### config.mk
export PLATFORM = sky130hd
export DESIGN_NAME = alu_sequencer
export DESIGN_NICKNAME = d
export VERILOG_FILES = /design/src/rtl/alu_seq_pkg.sv /design/src/rtl/seq_decode.sv /design/src/rtl/alu_sequencer.sv
export SDC_FILE = /design/constraint.sdc
export NUM_CORES = 1
export LEC_CHECK = 0
export BUFFER_PORTS_ARGS = -buffer_cell sky130_fd_sc_hd__buf_2
export CAP_MARGIN = 10
export CORE_ASPECT_RATIO = 0.6
export CORE_MARGIN = 4
export CORE_UTILIZATION = 35
export CTS_CLUSTER_DIAMETER = 60
export DETAILED_ROUTE_END_ITERATION = 10
export PLACE_DENSITY_LB_ADDON = 0.15
export REMOVE_ABC_BUFFERS = 1
export SLEW_MARGIN = 20
export SYNTH_ARGS = -nofsm -noshare
export SYNTH_HDL_FRONTEND = slang
export SYNTH_SLANG_ARGS = --single-unit
### constraint.sdc
create_clock -name Clk -period 3.8 [get_ports Clk]
set_input_delay 0.38 -clock Clk [delete_from_list [all_inputs] [get_ports Clk]]
set_output_delay 0.38 -clock Clk [all_outputs]
set_load 0.01 [all_outputs]
### src/rtl/alu_seq_pkg.sv
// alu_seq_pkg: encodings shared by the ALU sequencer and its datapath.
// Holds FSM states, opcodes, ALU command codes and the decoded control bundle.
package alu_seq_pkg;

  typedef enum logic [1:0] {
    S_IDLE,
    S_FETCH,
    S_EXEC,
    S_HALT
  } state_t;

  localparam logic [3:0] OP_LDA  = 4'h0;
  localparam logic [3:0] OP_CMP  = 4'h1;
  localparam logic [3:0] OP_ADD  = 4'h2;
  localparam logic [3:0] OP_NAND = 4'h3;
  localparam logic [3:0] OP_OUT  = 4'h4;
  localparam logic [3:0] OP_JC   = 4'h5;
  localparam logic [3:0] OP_JZ   = 4'h6;
  localparam logic [3:0] OP_JMP  = 4'h7;
  localparam logic [3:0] OP_HALT = 4'h8;

  localparam logic [2:0] CMD_NOP  = 3'b000;
  localparam logic [2:0] CMD_CMP  = 3'b001;
  localparam logic [2:0] CMD_LDA  = 3'b010;
  localparam logic [2:0] CMD_ADD  = 3'b011;
  localparam logic [2:0] CMD_NAND = 3'b100;

  typedef enum logic [1:0] {
    FL_KEEP,
    FL_ALU,
    FL_CLR
  } flag_sel_t;

  typedef enum logic [1:0] {
    J_NONE,
    J_C,
    J_Z,
    J_ALWAYS
  } jump_sel_t;

  typedef struct packed {
    logic [2:0] command;
    logic       en;
    logic       en1;
    logic       en2;
    flag_sel_t  flag_sel;
    jump_sel_t  jump_sel;
    logic       halt;
  } ctl_t;

  // Opcodes whose low nibble is put on the datapath bus
  function automatic logic uses_operand(input logic [3:0] op);
    return op <= OP_NAND;
  endfunction

endpackage

### src/rtl/seq_decode.sv
// seq_decode: combinational opcode-to-control decode of the instruction register.
// Ports: ir (instruction word) in; ctl (command, enables, flag/jump selects, halt) out.
module seq_decode
  import alu_seq_pkg::*;
(
  input  logic [7:0] ir,
  output ctl_t       ctl
);

  logic [3:0] op;
  assign op = ir[7:4];

  always_comb begin
    ctl          = '0;
    ctl.command  = CMD_NOP;
    ctl.flag_sel = FL_KEEP;
    ctl.jump_sel = J_NONE;
    unique case (1'b1)
      (op == OP_LDA): begin
        ctl.command = CMD_LDA;
        ctl.en      = 1'b1;
        ctl.en1     = 1'b1;
      end
      (op == OP_CMP): begin
        ctl.command  = CMD_CMP;
        ctl.en1      = 1'b1;
        ctl.flag_sel = FL_ALU;
      end
      (op == OP_ADD): begin
        ctl.command  = CMD_ADD;
        ctl.en       = 1'b1;
        ctl.en1      = 1'b1;
        ctl.flag_sel = FL_ALU;
      end
      (op == OP_NAND): begin
        ctl.command  = CMD_NAND;
        ctl.en       = 1'b1;
        ctl.en1      = 1'b1;
        ctl.flag_sel = FL_CLR;
      end
      (op == OP_OUT):  ctl.en2      = 1'b1;
      (op == OP_JC):   ctl.jump_sel = J_C;
      (op == OP_JZ):   ctl.jump_sel = J_Z;
      (op == OP_JMP):  ctl.jump_sel = J_ALWAYS;
      (op == OP_HALT): ctl.halt     = 1'b1;
      default: ;
    endcase
  end

endmodule

### src/rtl/alu_sequencer.sv
// alu_sequencer: FETCH/EXEC program sequencer driving an accumulator datapath.
// Ports: Clk, reset, start, instr, carry, exit in; pc, operand, command, En/En1/En2, busy, done out.
module alu_sequencer
  import alu_seq_pkg::*;
(
  input  logic       Clk,
  input  logic       reset,
  input  logic       start,
  input  logic [7:0] instr,
  input  logic       carry,
  input  logic       exit,
  output logic [3:0] pc,
  output logic [3:0] operand,
  output logic [2:0] command,
  output logic       En,
  output logic       En1,
  output logic       En2,
  output logic       busy,
  output logic       done
);

  state_t     state_q, state_d;
  logic [7:0] ir_q;
  logic [3:0] pc_q;
  logic [3:0] opnd_q;
  logic       cf_q, zf_q;
  logic       exec;
  logic       take;
  ctl_t       ctl;

  seq_decode u_dec (
    .ir  (ir_q),
    .ctl (ctl)
  );

  always_comb begin
    state_d = state_q;
    case (state_q)
      S_IDLE,
      S_HALT:  if (start) state_d = S_FETCH;
      S_FETCH: state_d = S_EXEC;
      S_EXEC:  state_d = ctl.halt ? S_HALT : S_FETCH;
      default: state_d = S_IDLE;
    endcase
  end

  always_comb begin
    take = 1'b0;
    unique case (ctl.jump_sel)
      J_NONE:   take = 1'b0;
      J_C:      take = cf_q;
      J_Z:      take = zf_q;
      J_ALWAYS: take = 1'b1;
    endcase
  end

  assign exec    = (state_q == S_EXEC);
  assign command = exec ? ctl.command : CMD_NOP;
  assign En      = exec & ctl.en;
  assign En1     = exec & ctl.en1;
  assign En2     = exec & ctl.en2;
  assign busy    = (state_q == S_FETCH) | exec;
  assign done    = (state_q == S_HALT);
  assign pc      = pc_q;
  assign operand = opnd_q;

  always_ff @(posedge Clk or posedge reset) begin
    if (reset) begin
      state_q <= S_IDLE;
      ir_q    <= '0;
      pc_q    <= '0;
      opnd_q  <= '0;
      cf_q    <= 1'b0;
      zf_q    <= 1'b0;
    end else begin
      state_q <= state_d;
      case (state_q)
        S_IDLE,
        S_HALT: begin
          if (start) begin
            pc_q <= '0;
            cf_q <= 1'b0;
            zf_q <= 1'b0;
          end
        end
        S_FETCH: begin
          ir_q <= instr;
          // operand bus only changes for ALU ops; otherwise it holds
          if (uses_operand(instr[7:4])) opnd_q <= instr[3:0];
        end
        S_EXEC: begin
          case (ctl.flag_sel)
            FL_ALU: begin
              cf_q <= carry;
              zf_q <= exit;
            end
            FL_CLR: begin
              cf_q <= 1'b0;
              zf_q <= 1'b0;
            end
            default: ;
          endcase
          if (!ctl.halt) pc_q <= take ? ir_q[3:0] : pc_q + 4'd1;
        end
        default: ;
      endcase
    end
  end

endmodule

==> reports/metrics.csv, run 1 <==
metric,value,unit
status,"finished, final reports clean",
port bufs,28,
Area contributors post-synth,"dfrtp_1 46%, mux2_2 11%, ha_1 5.7%, mux2i_1 3.7%, mux2_4 2.7%",
Syn Inst Count,97,
layout cell share with drive strength beyond 1,0.421,
fraction of the mapped netlist area in compound gates,0.125,
Clock Tree Buf Depth,2,
Netlist cell types,32,
Peak VDD IR,0.000296,V
critical path endpoint category,output pin,
RSZ-0062 raised after global routing,false,
Die H,51.3,um
Yosys Warn Count,0,
Max Cap Viol,0,
f_max,483,MHz
largest family of logic cells by synthesized area,multiplexers,
Power Dens Cells,808,mW/mm^2
Core ar.,0.00293,mm^2
post-layout util,0.457,
vias in the first global route,823,
Final HPWL DP,1.79,mm
cell area after synthesis,0.00109,mm^2
Synth Area in Simple Gates,0.134,
mux share of post-synthesis cell area,0.178,
die area,0.00411,mm^2
clock sink total,20,
post-CTS setup buffer count,0,
total number of vias,809,
CP required,3.42,ns
CTS Buf Count,3,
Adder-Cell Fraction of Synth Area,0.0573,
setup tns final,0,ns
cell area after layout,0.00134,mm^2
Final nets,145,
top-area cell type share of the netlist area,0.458,
Clock transition at path regs,0.08,ns
worst slew pin tran,0.801,ns
DRT iter0 DRCs,24,
fin worst setup slack,1.73,ns
initial antenna violation count,0,
Worst Hold Class,in -> async,
crit start category,flop,
Worst Skew,0.00263,ns
"Seq/Total Area, Yosys",0.458,
final wirelength,2.32,mm
DRC violations left,0,
pre-CTS setup slack,1.95,ns
"FF+latch count, synth",20,
max-slew violations,0,
Final Power,1.08,mW
Rows,15,
FF+latch area,500,um^2
clock period minus worst slack,2.07,ns
synth-to-layout area growth,22.6,%
Multi-input gate area,548,um^2
highest fanout seen on the critical path,11,
FILL cells,292,
DP Area,0.00127,mm^2
overflow left after global routing,0,
# diodes,0,
Post-synth EDFFs,0,
initial core utilization,0.373,
CP Class,reg -> out,
largest net degree at the start of global routing,21,
worst skew pair latency,0.26,ns
Relative slew margins,0.465,
Mean Syn Cell Area,11.3,um^2
final worst-path cycle share,0.545,
# IOs,29,
TritonCTS clock tree,built,
final hold viol count,0,
CP arrival,1.69,ns
Avg Vias per Cell,4.82,
"FFs w/ async S/R, synth",1.00,
"area leader, netlist",dfrtp_1,
drt pass-1 iters,4,
post-route ant nets,0,
global-route wire length before repair,4.08,mm
PostCTS Resize Cnt,0,
H-tree Lvls,1,
xor/xnor share of the synthesized area,0.00802,
Most used DFF post-synth,dfrtp_1,
Global Route Usage Sum,0.130,
Leak,0.631,nW
Die X,80.1,um
clk root buf,clkbuf_8,
hold bufs inserted after CTS,0,
Final Wtd Congestion,0.789,
final setup fails,0,
Wirelength per Cell,13.8,um
[cell usage in the layout (no fill, tap or decap), drive strengths merged, types with 2 or more instances in the layout]
| master | n |
|---|---|
| buf | 28 |
| dfrtp | 20 |
| mux2 | 13 |
| nand2 | 8 |
| nor2 | 8 |
| inv | 7 |
| ha | 5 |
| o21ai | 5 |
| mux2i | 4 |
| nor2b | 4 |
| clkbuf | 3 |
| nand2b | 3 |
| o311a | 2 |
| nand3 | 2 |
| o2bb2ai | 2 |
| a21oi | 2 |
[state kept, by name (all words and copies together) (netlist names)]
signal and count:
cf_q 1, ir_q 8, operand 4, pc 4, state_q 2, zf_q 1
[kinds of logic after synthesis]
kind of cell	count (synthesis)
compound gates	16
buf+inv	10
mux	17
fa+ha+maj	5
flops	20
simple gates	28
xor+xnor	1
[final timing paths]
path | from | to | slack [ns] | depth (start not counted)
setup / recovery | state_q[0] | En | 1.73 | 5
hold / removal | reset | ir_q[4] | 0.25 | 2
setup reg to reg | state_q[1] | operand[0] | 1.97 | 4
hold reg to reg | operand[0] | operand[0] | 0.51 | 1
max in group asynchronous | reset | ir_q[1] | 3.05 | 2
min in group Clk | instr[5] | ir_q[5] | 0.32 | 3
[cell usage after synthesis, drive strengths merged (3+ instances only)]
master	n
nand2b	3
ha	5
dfrtp	20
nand2	8
mux2i	4
o21ai	5
buf	3
nor2	8
nor2b	4
inv	7
mux2	13
[metal layers]
layer	vias up	global-route usage	wire [um]
li1	400	-	-
met1	384	0.195	1190
met3	3	0.0528	166
met4	0	0.0169	8
met5	-	0	0
met2	22	0.177	954
[worst max-delay path, stage by stage (launching register included)]
cell,delay (ns)
dfrtp_1,0.43
inv_1,0.10
ha_1,0.42
nand2_1,0.20
a21oi_1,0.15
buf_2,0.14
[metrics by stage]
step / cells / hold slack [ns]
finish: 168 / 0.254
global route: 168 / 0.320
CTS: 168 / 0.276
detailed placement: 164 / 0.490
global placement: 164 / 0.492
floorplan: 94 / 0.344
[power by group]
| group | internal, mW | switching (mW) | total (mW) |
|---|---|---|---|
| Clock | 0.141 | 0.0761 | 0.217 |
| Sequential | 0.305 | 0.107 | 0.412 |
| Combinational | 0.224 | 0.230 | 0.454 |
| Total | 0.669 | 0.413 | 1.08 |
[final cells by class]
class | instances | share of cell area
Timing Repair Buffer | 28 | 0.105
Sequential cell | 20 | 0.374
Clock inverter | 1 | 0.0224
Tap cell | 42 | 0.0393
Clock buffer | 3 | 0.0308
Inverter | 7 | 0.0196
Multi-Input combinational cell | 67 | 0.409
No activity file was read; power rests on OpenSTA's default activity.
==> run 2, diff against run 1 <==
==> constraint.sdc (replaced) <==
create_clock -name Clk -period 1.7 [get_ports Clk]
set_input_delay 0.17 -clock Clk [delete_from_list [all_inputs] [get_ports Clk]]
set_output_delay 0.17 -clock Clk [all_outputs]
set_load 0.01 [all_outputs]
==> reports/metrics.csv, run 2 (synthesis results as in run 1) <==
metric,value,unit,change
layout cell share with drive strength beyond 1,0.470,,+0.0491
setup tns final,0,ns,unchanged
port bufs,28,,unchanged
vias in the first global route,899,,+9.2%
RSZ-0062 raised after global routing,true,,
Worst R2R Path Depth,6,,+2
terminus of the critical flop-to-flop path,pc[0],,
Final HPWL DP,1.79,mm,-0.46%
largest net degree at the start of global routing,21,,unchanged
hold-critical path depth,3,,
Peak VDD IR,0.000667,V,+130%
Relative slew margins,0.781,,+0.316
"most common cell after layout, fill and taps aside",buf_2,,
initial core utilization,0.373,,unchanged
worst reg2reg startpoint,state_q[0],,
final setup fails,0,,unchanged
# IOs,29,,unchanged
Avg Vias per Cell,4.79,,-0.58%
highest fanout seen on the critical path,4,,-7
Core ar.,0.00293,mm^2,unchanged
critical path endpoint category,flop,,
CP Class,reg -> reg,,
H-tree Lvls,1,,unchanged
max FFs per register,8,,unchanged
Hold Path Sink,ir_q[5],,
hold_sp,instr[5],,
crit start category,flop,,
Worst Hold Class,in -> reg,,
overflow left after global routing,0,,unchanged
Register-to-Register Setup Slack,0.11,ns,-1.86 ns
final hold viol count,0,,unchanged
worst skew pair latency,0.26,ns,about the same
CP max-delay cell,dfrtp_1,,
Power Dens Cells,1790,mW/mm^2,+120%
Rows,15,,unchanged
Max Cap Viol,0,,unchanged
worst slew pin tran,0.328,ns,-0.473 ns
Worst Skew,0.00209,ns,-0.000540 ns
Final Power,2.54,mW,+130%
DRC violations left,0,,unchanged
total number of vias,833,,+3.0%
Final nets,151,,+4.1%
Clock transition at path regs,0.08,ns,about the same
Global Route Usage Sum,0.130,,unchanged
final worst-path cycle share,0.936,,
initial antenna violation count,0,,unchanged
final wirelength,2.38,mm,+2.7%
die area,0.00411,mm^2,unchanged
global-route wire length before repair,4.13,mm,+1.2%
CP arrival,1.73,ns,+0.04 ns
Wirelength per Cell,13.7,um,-0.86%
Final Wtd Congestion,0.763,,-3.3%
clk root buf,clkbuf_8,,
# diodes,0,,unchanged
max-slew violations,0,,unchanged
clock period minus worst slack,1.59,ns,
post-route ant nets,0,,unchanged
Leak,0.667,nW,+5.7%
Clock Tree Buf Depth,2,,unchanged
TritonCTS clock tree,built,,
clock sink total,20,,unchanged
crit-path cells,inv_1 -> ha_4 -> nor2b_2 -> a311oi_2 -> nand2b_1 -> o311ai_2,,
largest stage delay on the critical path,0.38,ns,-0.05 ns
synth-to-layout area growth,30.0,%,
CP required,1.84,ns,-1.58 ns
Die X,80.1,um,unchanged
Die H,51.3,um,unchanged
drt pass-1 iters,4,,unchanged
Reg with most FFs,ir_q,,
most frequent cells in the layout,"28 x buf_2, 20 x dfrtp_1, 11 x mux2_2",,
CTS Buf Count,3,,unchanged
f_max,629,MHz,
DRT iter0 DRCs,25,,+4.2%
status,"finished, final reports clean",,
[run 2: cell type report]
cell class / count / area (um^2)
clock buffer: 3 / 41.3
clock inverter: 1 / 30.0
fill: 268 / 1510
inverter: 7 / 26.3
multi-input combinational: 67 / 582
sequential: 20 / 500
tap: 42 / 52.6
timing repair buffer: 34 / 188
[run 2: power breakdown]
group / switching (mW) / internal (mW) / total [mW]
combinational: 0.557 / 0.589 / 1.15
sequential: 0.232 / 0.681 / 0.913
clock: 0.167 / 0.315 / 0.481
total: 0.956 / 1.58 / 2.54
[run 2: worst max-delay path by stage]
stage / startpoint / end / slack, ns / depth (start not counted)
floorplan: state_q[1] / operand[0] / 0.04 / 4
CTS: state_q[0] / En / 0.002 / 5
finish: state_q[0] / pc[0] / 0.11 / 6
global route: state_q[0] / pc[0] / -0.01 / 6
detailed placement: state_q[0] / cf_q / 0.06 / 6
global placement: state_q[0] / pc[3] / 0.11 / 6
[run 2: per-stage QoR]
step                setup WS, ns  hold WS (ns)  instances  instance area, um^2  utilization
floorplan                 0.0388         0.134         94                 1070            -
global placement           0.114         0.207        167                 1290        0.441
detailed placement        0.0612         0.208        167                 1290        0.441
CTS                      0.00175         0.108        172                 1370        0.469
global route             -0.0103         0.124        174                 1420        0.485
finish                     0.109         0.111        174                 1420        0.485
[run 2: worst max-delay path, delay by kind of cell (launching register included)]
kind                       cells  cell delay [ns]
AOI/OAI and AO/OA              2             0.40
and+or+nand+nor                2             0.34
DFF                            1             0.38
buffers and inverters          1             0.12
adders and majority gates      1             0.22
[run 2: per-layer routing]
layer | GRT usage | vias up | share of wire
met4 | 0.0253 | 0 | 0.0080
met2 | 0.207 | 22 | 0.42
met1 | 0.178 | 398 | 0.52
met3 | 0.0370 | 5 | 0.048
li1 | - | 408 | -
met5 | 0 | - | 0
[run 2: what timing repair did]
item                       4_1_cts  5_1_grt
buffers inserted                 0        2
resized for setup                1        5
setup endpoints to repair        5       14
hold buffers                     1        0
hold endpoints to repair        20        0
pin swaps                        0        1
